File: config.mk
export PLATFORM = sky130hd
export DESIGN_NAME = pipeline_trace_monitor
export DESIGN_NICKNAME = d
export VERILOG_FILES = /design/src/rtl/pipeline_trace_monitor.sv
export SDC_FILE = /design/constraint.sdc
export NUM_CORES = 2
export LEC_CHECK = 0
export BUFFER_PORTS_ARGS = -buffer_cell sky130_fd_sc_hd__clkbuf_2
export CORE_MARGIN = 2
export CORE_UTILIZATION = 37
export CTS_CLUSTER_DIAMETER = 200
export CTS_CLUSTER_SIZE = 8
export DETAILED_ROUTE_END_ITERATION = 8
export PLACE_DENSITY = 0.61
export SLEW_MARGIN = 20
export SYNTH_ARGS = -nofsm -noshare
export SYNTH_HDL_FRONTEND = slang
export SYNTH_SLANG_ARGS = --single-unit
File: constraint.sdc
create_clock -name clk -period 3.4 [get_ports clk]
set_input_delay 0.68 -clock clk [delete_from_list [all_inputs] [get_ports clk]]
set_output_delay 0.68 -clock clk [all_outputs]
set_load 0.005 [all_outputs]
File: src/rtl/pipeline_trace_monitor.sv
// pipeline_trace_monitor
//
// Taps the writeback/retire stage of the pipelined CPU. It counts cycles,
// retires, stalls and flushes, buffers retired-instruction records in a
// trace FIFO, and raises end_program once the all-zero halt instruction has
// retired and every buffered record has been drained by the consumer.
//
// Optional feature macro: TRACE_TIMESTAMP_EN
//   When defined, every record also carries the cycle_count value seen at
//   push time (before that cycle's increment), presented on trace_ts.
//
// Ports:
//   clk, reset            clock, synchronous active-high reset
//   retire_*              retiring instruction (pc, instr, rd, write flag, data)
//   stall, flush          pipeline status for this cycle
//   clr_counters          synchronous clear of all counters and overflow
//   trace_valid/ready     head-of-FIFO handshake
//   trace_pc/instr/rd/reg_write/wdata   head record (trace_ts if enabled)
//   cycle/retire/stall/flush/drop_count saturating performance counters
//   overflow              sticky: a record was dropped
//   end_program           halt retired and FIFO drained
//   state_dbg             FSM state (0 RUN, 1 DRAIN, 2 DONE)
//
// Trace handshake: a record transfers on every clock edge where
// trace_valid && trace_ready; while trace_valid is high and trace_ready is
// low the head record is held unchanged. trace_valid never depends on
// trace_ready.
module pipeline_trace_monitor #(
    parameter int XLEN  = 64,
    parameter int CNT_W = 32,
    parameter int DEPTH = 8
) (
    input  logic             clk,
    input  logic             reset,
    input  logic             retire_valid,
    input  logic [XLEN-1:0]  retire_pc,
    input  logic [31:0]      retire_instr,
    input  logic [4:0]       retire_rd,
    input  logic             retire_reg_write,
    input  logic [XLEN-1:0]  retire_wdata,
    input  logic             stall,
    input  logic             flush,
    input  logic             clr_counters,
    output logic             trace_valid,
    input  logic             trace_ready,
    output logic [XLEN-1:0]  trace_pc,
    output logic [31:0]      trace_instr,
    output logic [4:0]       trace_rd,
    output logic             trace_reg_write,
    output logic [XLEN-1:0]  trace_wdata,
    output logic [CNT_W-1:0] cycle_count,
    output logic [CNT_W-1:0] retire_count,
    output logic [CNT_W-1:0] stall_count,
    output logic [CNT_W-1:0] flush_count,
    output logic [CNT_W-1:0] drop_count,
    output logic             overflow,
    output logic             end_program,
`ifdef TRACE_TIMESTAMP_EN
    output logic [CNT_W-1:0] trace_ts,
`endif
    output logic [1:0]       state_dbg
);

    localparam int PTR_W = $clog2(DEPTH);
    localparam int OCC_W = PTR_W + 1;
    localparam logic [OCC_W-1:0] FULL_OCC = OCC_W'(DEPTH);

    typedef enum logic [1:0] {
        ST_RUN   = 2'd0,
        ST_DRAIN = 2'd1,
        ST_DONE  = 2'd2
    } state_t;

    typedef struct packed {
        logic [XLEN-1:0]  pc;
        logic [31:0]      instr;
        logic [4:0]       rd;
        logic             we;
        logic [XLEN-1:0]  wdata;
`ifdef TRACE_TIMESTAMP_EN
        logic [CNT_W-1:0] ts;
`endif
    } rec_t;

    state_t           state_q, state_d;
    rec_t             mem_q [DEPTH];
    rec_t             mem_d [DEPTH];
    rec_t             rec_in;
    rec_t             head;
    logic [PTR_W-1:0] wr_ptr_q, wr_ptr_d, rd_ptr_q, rd_ptr_d;
    logic [OCC_W-1:0] occ_q, occ_d;
    logic [CNT_W-1:0] cycle_q, cycle_d, retire_q, retire_d;
    logic [CNT_W-1:0] stall_q, stall_d, flush_q, flush_d, drop_q, drop_d;
    logic             overflow_q, overflow_d;

    logic run, is_halt, push_req, full, pop, push, drop;

    function automatic logic [CNT_W-1:0] sat_inc(input logic [CNT_W-1:0] v);
        return (&v) ? v : v + CNT_W'(1);
    endfunction

    assign run      = (state_q == ST_RUN);
    assign is_halt  = retire_valid && (retire_instr == 32'h0);
    assign push_req = run && retire_valid && !is_halt;
    assign full     = (occ_q == FULL_OCC);
    assign pop      = trace_valid && trace_ready;
    // A pop in the same cycle frees the slot, so a full FIFO can still accept.
    assign push     = push_req && (!full || pop);
    assign drop     = push_req && full && !pop;

    // ---------------- FSM: state register ----------------
    always_ff @(posedge clk) begin
        if (reset) state_q <= ST_RUN;
        else       state_q <= state_d;
    end

    // ---------------- FSM: next state ----------------
    always_comb begin
        state_d = state_q;
        case (state_q)
            ST_RUN:   if (is_halt) state_d = ST_DRAIN;
            ST_DRAIN: if (occ_q == '0) state_d = ST_DONE;
            ST_DONE:  state_d = ST_DONE;
            default:  state_d = ST_RUN;
        endcase
    end

    // ---------------- FSM: outputs ----------------
    always_comb begin
        end_program = (state_q == ST_DONE);
        state_dbg   = state_q;
    end

    // ---------------- Trace FIFO ----------------
    always_comb begin
        rec_in.pc    = retire_pc;
        rec_in.instr = retire_instr;
        rec_in.rd    = retire_rd;
        rec_in.we    = retire_reg_write;
        rec_in.wdata = retire_wdata;
`ifdef TRACE_TIMESTAMP_EN
        rec_in.ts    = cycle_q;
`endif
    end

    always_comb begin
        mem_d    = mem_q;
        wr_ptr_d = wr_ptr_q;
        rd_ptr_d = rd_ptr_q;
        occ_d    = occ_q;
        if (push) begin
            mem_d[wr_ptr_q] = rec_in;
            wr_ptr_d        = wr_ptr_q + PTR_W'(1);
        end
        if (pop) rd_ptr_d = rd_ptr_q + PTR_W'(1);
        case ({push, pop})
            2'b10:   occ_d = occ_q + OCC_W'(1);
            2'b01:   occ_d = occ_q - OCC_W'(1);
            default: occ_d = occ_q;
        endcase
    end

    assign trace_valid     = (occ_q != '0);
    assign head            = mem_q[rd_ptr_q];
    assign trace_pc        = head.pc;
    assign trace_instr     = head.instr;
    assign trace_rd        = head.rd;
    assign trace_reg_write = head.we;
    assign trace_wdata     = head.wdata;
`ifdef TRACE_TIMESTAMP_EN
    assign trace_ts        = head.ts;
`endif

    // ---------------- Counters ----------------
    // Counting only happens in RUN; the clear is applied last so it wins.
    always_comb begin
        cycle_d    = cycle_q;
        retire_d   = retire_q;
        stall_d    = stall_q;
        flush_d    = flush_q;
        drop_d     = drop_q;
        overflow_d = overflow_q;
        if (run) begin
            cycle_d = sat_inc(cycle_q);
            if (retire_valid) retire_d = sat_inc(retire_q);
            if (stall)        stall_d  = sat_inc(stall_q);
            if (flush)        flush_d  = sat_inc(flush_q);
            if (drop) begin
                drop_d     = sat_inc(drop_q);
                overflow_d = 1'b1;
            end
        end
        if (clr_counters) begin
            cycle_d    = '0;
            retire_d   = '0;
            stall_d    = '0;
            flush_d    = '0;
            drop_d     = '0;
            overflow_d = 1'b0;
        end
    end

    always_ff @(posedge clk) begin
        if (reset) begin
            for (int i = 0; i < DEPTH; i++) mem_q[i] <= '0;
            wr_ptr_q   <= '0;
            rd_ptr_q   <= '0;
            occ_q      <= '0;
            cycle_q    <= '0;
            retire_q   <= '0;
            stall_q    <= '0;
            flush_q    <= '0;
            drop_q     <= '0;
            overflow_q <= 1'b0;
        end else begin
            mem_q      <= mem_d;
            wr_ptr_q   <= wr_ptr_d;
            rd_ptr_q   <= rd_ptr_d;
            occ_q      <= occ_d;
            cycle_q    <= cycle_d;
            retire_q   <= retire_d;
            stall_q    <= stall_d;
            flush_q    <= flush_d;
            drop_q     <= drop_d;
            overflow_q <= overflow_d;
        end
    end

    assign cycle_count  = cycle_q;
    assign retire_count = retire_q;
    assign stall_count  = stall_q;
    assign flush_count  = flush_q;
    assign drop_count   = drop_q;
    assign overflow     = overflow_q;

endmodule

# Yosys cells after proc, flatten, opt, wreduce, memory -nomap -nowiden
# Cells that the tools add are included.
# totals
ff_bits	1501
out_inout_bits	331
wordCells	116
# op_classes
n_addsub	9
magnitude_cmp	3
eq_ne	7
n_mux	10
bitwise	7
n_reduce_logical	30
# ops
operator	n
$bwmux 1328	1
$bmux 166 s3	1
$demux 166 s3	1
$mux 166	3
$add 32x1->32 const B	5
$reduce_and 32->1	5
$logic_not 32->1	1
$reduce_and 3->1	4
$ge 4x4->1 const B	2
$logic_and 1x1->1	8
$not 3->4	2
$pmux 4 s2	1
$add 3x1->3 const B	2
$pmux 2 s3	1
$reduce_and 2->1	3
$not 1->1	5
$add 4x1->4 const B	1
$eq 2x1->1 const B	2
$eq 2x2->1 const B	2
$eq 4x4->1 const B	1
$logic_not 4->1	1
$lt 4x1->1 const B	1
$mux 2	2
$reduce_bool 4->1	1
other kinds (8)	10

# Logic depth before layout (Yosys ltp)
# depth
ltp_word	7
depth_mapped	13
mapped_depth_nobuf	12

# Least setup slack after synthesis
# Ideal clock, no wire load.
# synth_timing
path_type	input-to-reg
startpoint	in retire_instr[27]
endpoint	reg occ_q[2]
setup_time_ns	0.070
arrival_time_ns	3.134
setup_slack_ns	0.196
cell_stages	13
n_path_buf	1
cell_sequence	buf_2 -> nor4_4 -> nand4_2 -> nor4_4 -> nor3_1 -> inv_1 -> ha_1 -> xor2_1 -> ha_1 -> a21oi_1 -> xor2_1 -> or3_1 -> a21oi_1
# synth_via
elab_chain_len	7
word_cells_on_any_way	9
classes_between	2 x eq/ne; 1 x mux; 6 x reduce/logical
# synth_rtl
element	line	text
from (decl)	37	input logic [31:0] retire_instr,
$logic_not 32->1 *	103	assign is_halt = retire_valid && (retire_instr == 32'h0);
$logic_and 1x1->1 *	103	
$logic_not 1->1 *	104	assign push_req = run && retire_valid && !is_halt;
$logic_and 1x1->1 *	104	
$logic_and 1x1->1 *	108	assign push = push_req && (!full || pop);
$eq 2x1->1 or $eq 2x2->1 (tied branches)	156	case ({push, pop})
$pmux 4 s2 or $reduce_bool 2->1 (tied branches)	--	
to (signal assigned)	208	occ_q <= '0;
to (signal assigned)	219	occ_q <= occ_d;
to (decl)	91	logic [OCC_W-1:0] occ_q, occ_d;
# Mark *: on every way between the ends. The rest lies on a longest branch, timed or not.
# A chain may end at the register's enable or synchronous reset.

# Worst setup path in the final report
# layout_timing
startpoint	reg rd_ptr_q[0]
endpoint	out trace_wdata[54]
# layout_via
elab_chain_len	4
# layout_rtl
element	line	text
from (decl)	90	logic [PTR_W-1:0] wr_ptr_q, wr_ptr_d, rd_ptr_q, rd_ptr_d;
from (signal assigned)	218	rd_ptr_q <= rd_ptr_d;
$not 3->4 (implied by the code)	164	assign head = mem_q[rd_ptr_q];
$bmux 166 s3	164	
$mux 166 (implied by the code) (2 in a row)	164	
to (decl)	50	output logic [XLEN-1:0] trace_wdata,
# Every way passes these cells. The select of a mux whose other input is x is not followed.

==> flow_summary.yaml <==
timing:
  relSlewSlack_pct: 25.2
  postLayoutSetupSlackWorst_ns: -0.0480
  finalMaxSlewViolations: 0
  hold_viol: 0
  period_minus_slack_ns: 3.45
  rsz0062_at_grt: "true"
  worst_pin_slew_ns: 1.12
  min_period_over_period_pct: 101
  setup_viol_count_final: 19
  max_clock_freq_mhz: 290
  clock_skew_ns: 0.0242
synthesis:
  synth-seq-cells: 1501
  yosysUniqueCellTypes: 67
  netlist_area_um2: 66400
  mappedNetlistNets: 7732
  yosysSeqAreaShare_pct: 45.3
  avgSynthCellArea_um2: 8.79
  async_flop_share_pct: 0
  synth_ff_type: "dfxtp_1"
  syn_inst: 7545
  synth_edf_count: 0
  yosys_warnings: 0
routing:
  first_iter_violations: 4782
  wl_met3_um: 13600
  wl_per_cell_um: 21.7
  met2WireLength_um: 109000
  top_layer_used: "met5"
  met1_length_um: 90000
  drcViolationCount: 0
  vias_per_cell: 5.43
  drtPass1Iterations: 6
  ant_nets: 0
  vias: 55774
  wl_um: 223000
place:
  io_buffers: 503
  placed_cells: 9928
  dp_hpwl_um: 134000
  dpl_worst_slack_ns: -0.315
  globalplace.congestion: 0.861
layout:
  finalNonFillerCells: 10273
  fillCellCount: 16800
  layout.nets: 8070
  syn_to_final_growth_pct: 20.1
  drive_gt1_share_pct: 27.0
global_routing:
  grt_util_all_layers_pct: 23.7
  grt_pass1_vias: 54399
  gr-total-overflow: 0
  grt_max_degree: 209
  grt_pass1_wl_um: 334000
  antenna_found_initial: 27
clock_tree:
  cts_made_buffers: 205
  ctsRootBufferMaster: "clkbuf_16"
  cts_tree: "done"
  htreeDepth: 4
  cts_buffer_depth: 3
  hold_buffers: 0
  clk_latency_ns: 0.84
  cts.sinks: 1501
  clk_pin_slew_ns: 0.05
die:
  initial_core_util_pct: 37.2
  ios: 504
  die_w_um: 427
  core-area_um2: 178000
  num_rows: 155
  dieHeight_um: 427
  fp.dieArea_um2: 183000
power:
  cellPowerDensity_nw_per_um2: 563
  p_leak_nw: 27.0
  ir_drop_v: 0.000480
critical_path:
  cp-endpoint: "trace_wdata[54]"
  ff2ff_setup_slack_ns: 0.28
  required_ns: 2.72
  crit_path_end_kind: "output port"
  cp.arrival_ns: 2.77
  worst-setup-path-type: "flop to output port"
  rr_endpoint: "mem_q[621]$_SDFFE_PP0P_"
  rr_worst_depth: 9
  startpoint_type: "flop"
  cp-startpoint: "rd_ptr_q[0]$_SDFFE_PP0P_"
  r2r_start: "state_dbg[0]$_SDFFE_PP0P_"
  crit_path_max_fanout: 8
status:
  status: "finished with violations"
  violations: "negative setup slack"
run:
  cap_violations: 0
worst_hold_path:
  hp-class: "primary input to flop"
worst min path at each step:
stage                              from                       end  slack [ns]  cells after the start
2_1_floorplan  mem_q[1045]$_SDFFE_PP0P_  mem_q[1045]$_SDFFE_PP0P_        0.43                      2
3_3_place_gp    mem_q[947]$_SDFFE_PP0P_   mem_q[947]$_SDFFE_PP0P_        0.44                      2
3_5_place_dp    mem_q[147]$_SDFFE_PP0P_   mem_q[147]$_SDFFE_PP0P_        0.44                      2
4_1_cts                 retire_wdata[8]   mem_q[174]$_SDFFE_PP0P_        0.08                      3
5_1_grt                retire_wdata[63]  mem_q[1059]$_SDFFE_PP0P_        0.11                      3
6_report                  retire_pc[30]   mem_q[962]$_SDFFE_PP0P_        0.16                      3
layout by cell type (no fill, tap or decap), types with 8 or more instances in the layout:
cell type,n
buf_12,150
nand2_2,230
clkbuf_2,470
inv_1,20
mux2_4,74
dfxtp_1,1498
nand2_1,2507
a21oi_2,274
buf_6,30
nor4_1,22
and2_1,12
nor2_1,157
nor3_1,38
and3_1,18
o21ai_0,21
mux2_2,92
buf_4,156
buf_16,33
and4_1,20
xnor2_1,54
nand4_1,60
xor2_1,64
nand3_1,68
or4_1,15
ha_1,14
buf_8,17
clkbuf_16,209
diode_2,21
a21oi_1,1093
clkbuf_8,8
or3_1,26
mux4_2,332
registers in the layout (all words and copies together) (netlist names):
signal and flops:
occ_q 4, rd_ptr_q 3, overflow 1, state_dbg 2
mem_q 1328, cycle_count 32, drop_count 32, retire_count 32
stall_count 32, wr_ptr_q 3, flush_count 32
worst max-delay path: stages, from the launching register on:
cell	delay [ns]
dfxtp_4	0.39
buf_8	0.13
buf_16	0.15
buf_12	0.16
buf_8	0.15
mux4_2	0.51
mux2_2	0.29
clkbuf_2	0.14
cell families (layout without fill, tap and decap cells):
kind of cell    after synthesis  in the layout  share of synthesized area, %
buf+inv                     760           1112                          5.73
flops                      1501           1501                          45.3
compound gates             1429           1429                          12.5
fa+ha+maj                    14             14                         0.264
simple gates               3219           3219                          20.4
mux                         504            504                          14.2
other cells                   0             21                             0
xor+xnor                    118            118                          1.56
per-stage QoR:
stage	power [mW]	util [%]	hold WS, ns	setup TNS, ns	cell area (um2)
5_1_grt	46.4	44.7	0.106	-5.38	79700
3_5_place_dp	25.5	40.4	0.443	-0.709	72000
4_1_cts	45.2	44.7	0.0834	-6.49	79700
6_report	44.8	44.7	0.159	-0.437	79700
2_1_floorplan	22.7	-	0.433	0	66400
3_3_place_gp	25.4	40.4	0.438	-0.529	72000
layout make-up:
cell class                 count  area (um2)  share of cell area (%)
sequential                  1501       30100                    37.7
inverter                      20        75.1                  0.0942
antenna                       21        52.6                  0.0659
timing repair buffer         871        8310                    10.4
multi-input combinational   5284       32900                    41.2
tap                         2355        2950                    3.70
clock buffer                 210        5210                    6.54
clock inverter                11         176                   0.221
synth_stat cells (22+ instances only):
library cell | n | area [um2]
nand3_1 | 68 | 340
buf_2 | 147 | 736
nor4_1 | 22 | 138
or3_1 | 28 | 175
a21oi_1 | 1093 | 5470
nor2_1 | 158 | 593
a21oi_2 | 274 | 2400
buf_1 | 169 | 634
buf_4 | 41 | 308
mux2_2 | 166 | 1870
xor2_1 | 64 | 561
nand2_1 | 2507 | 9410
nand4_1 | 60 | 375
buf_12 | 25 | 500
mux4_2 | 332 | 7480
xnor2_1 | 54 | 473
dfxtp_1 | 1501 | 30000
nor3_1 | 40 | 200
clkbuf_1 | 333 | 1250
nand2_2 | 231 | 1450
routing by layer:
layer / track usage (%) / vias to the layer above
li1: - / 25951
met4: 10.9 / 12
met5: 0 / -
met2: 39.9 / 1944
met3: 3.86 / 486
met1: 29.6 / 27381
report_power, final:
group	switching, mW	leakage [nW]	total (mW)	internal (mW)
combinational	4.28	12.2	8.17	3.89
sequential	0.275	12.1	18.4	18.1
clock	7.59	2.65	18.3	10.7
repair_timing:
action                                  4_1_cts  5_1_grt
buffers inserted                             77       10
resized for setup                           177       65
endpoints found under the setup margin      165      159
gates cloned                                 28        1
(Power assumes the default switching activity.)
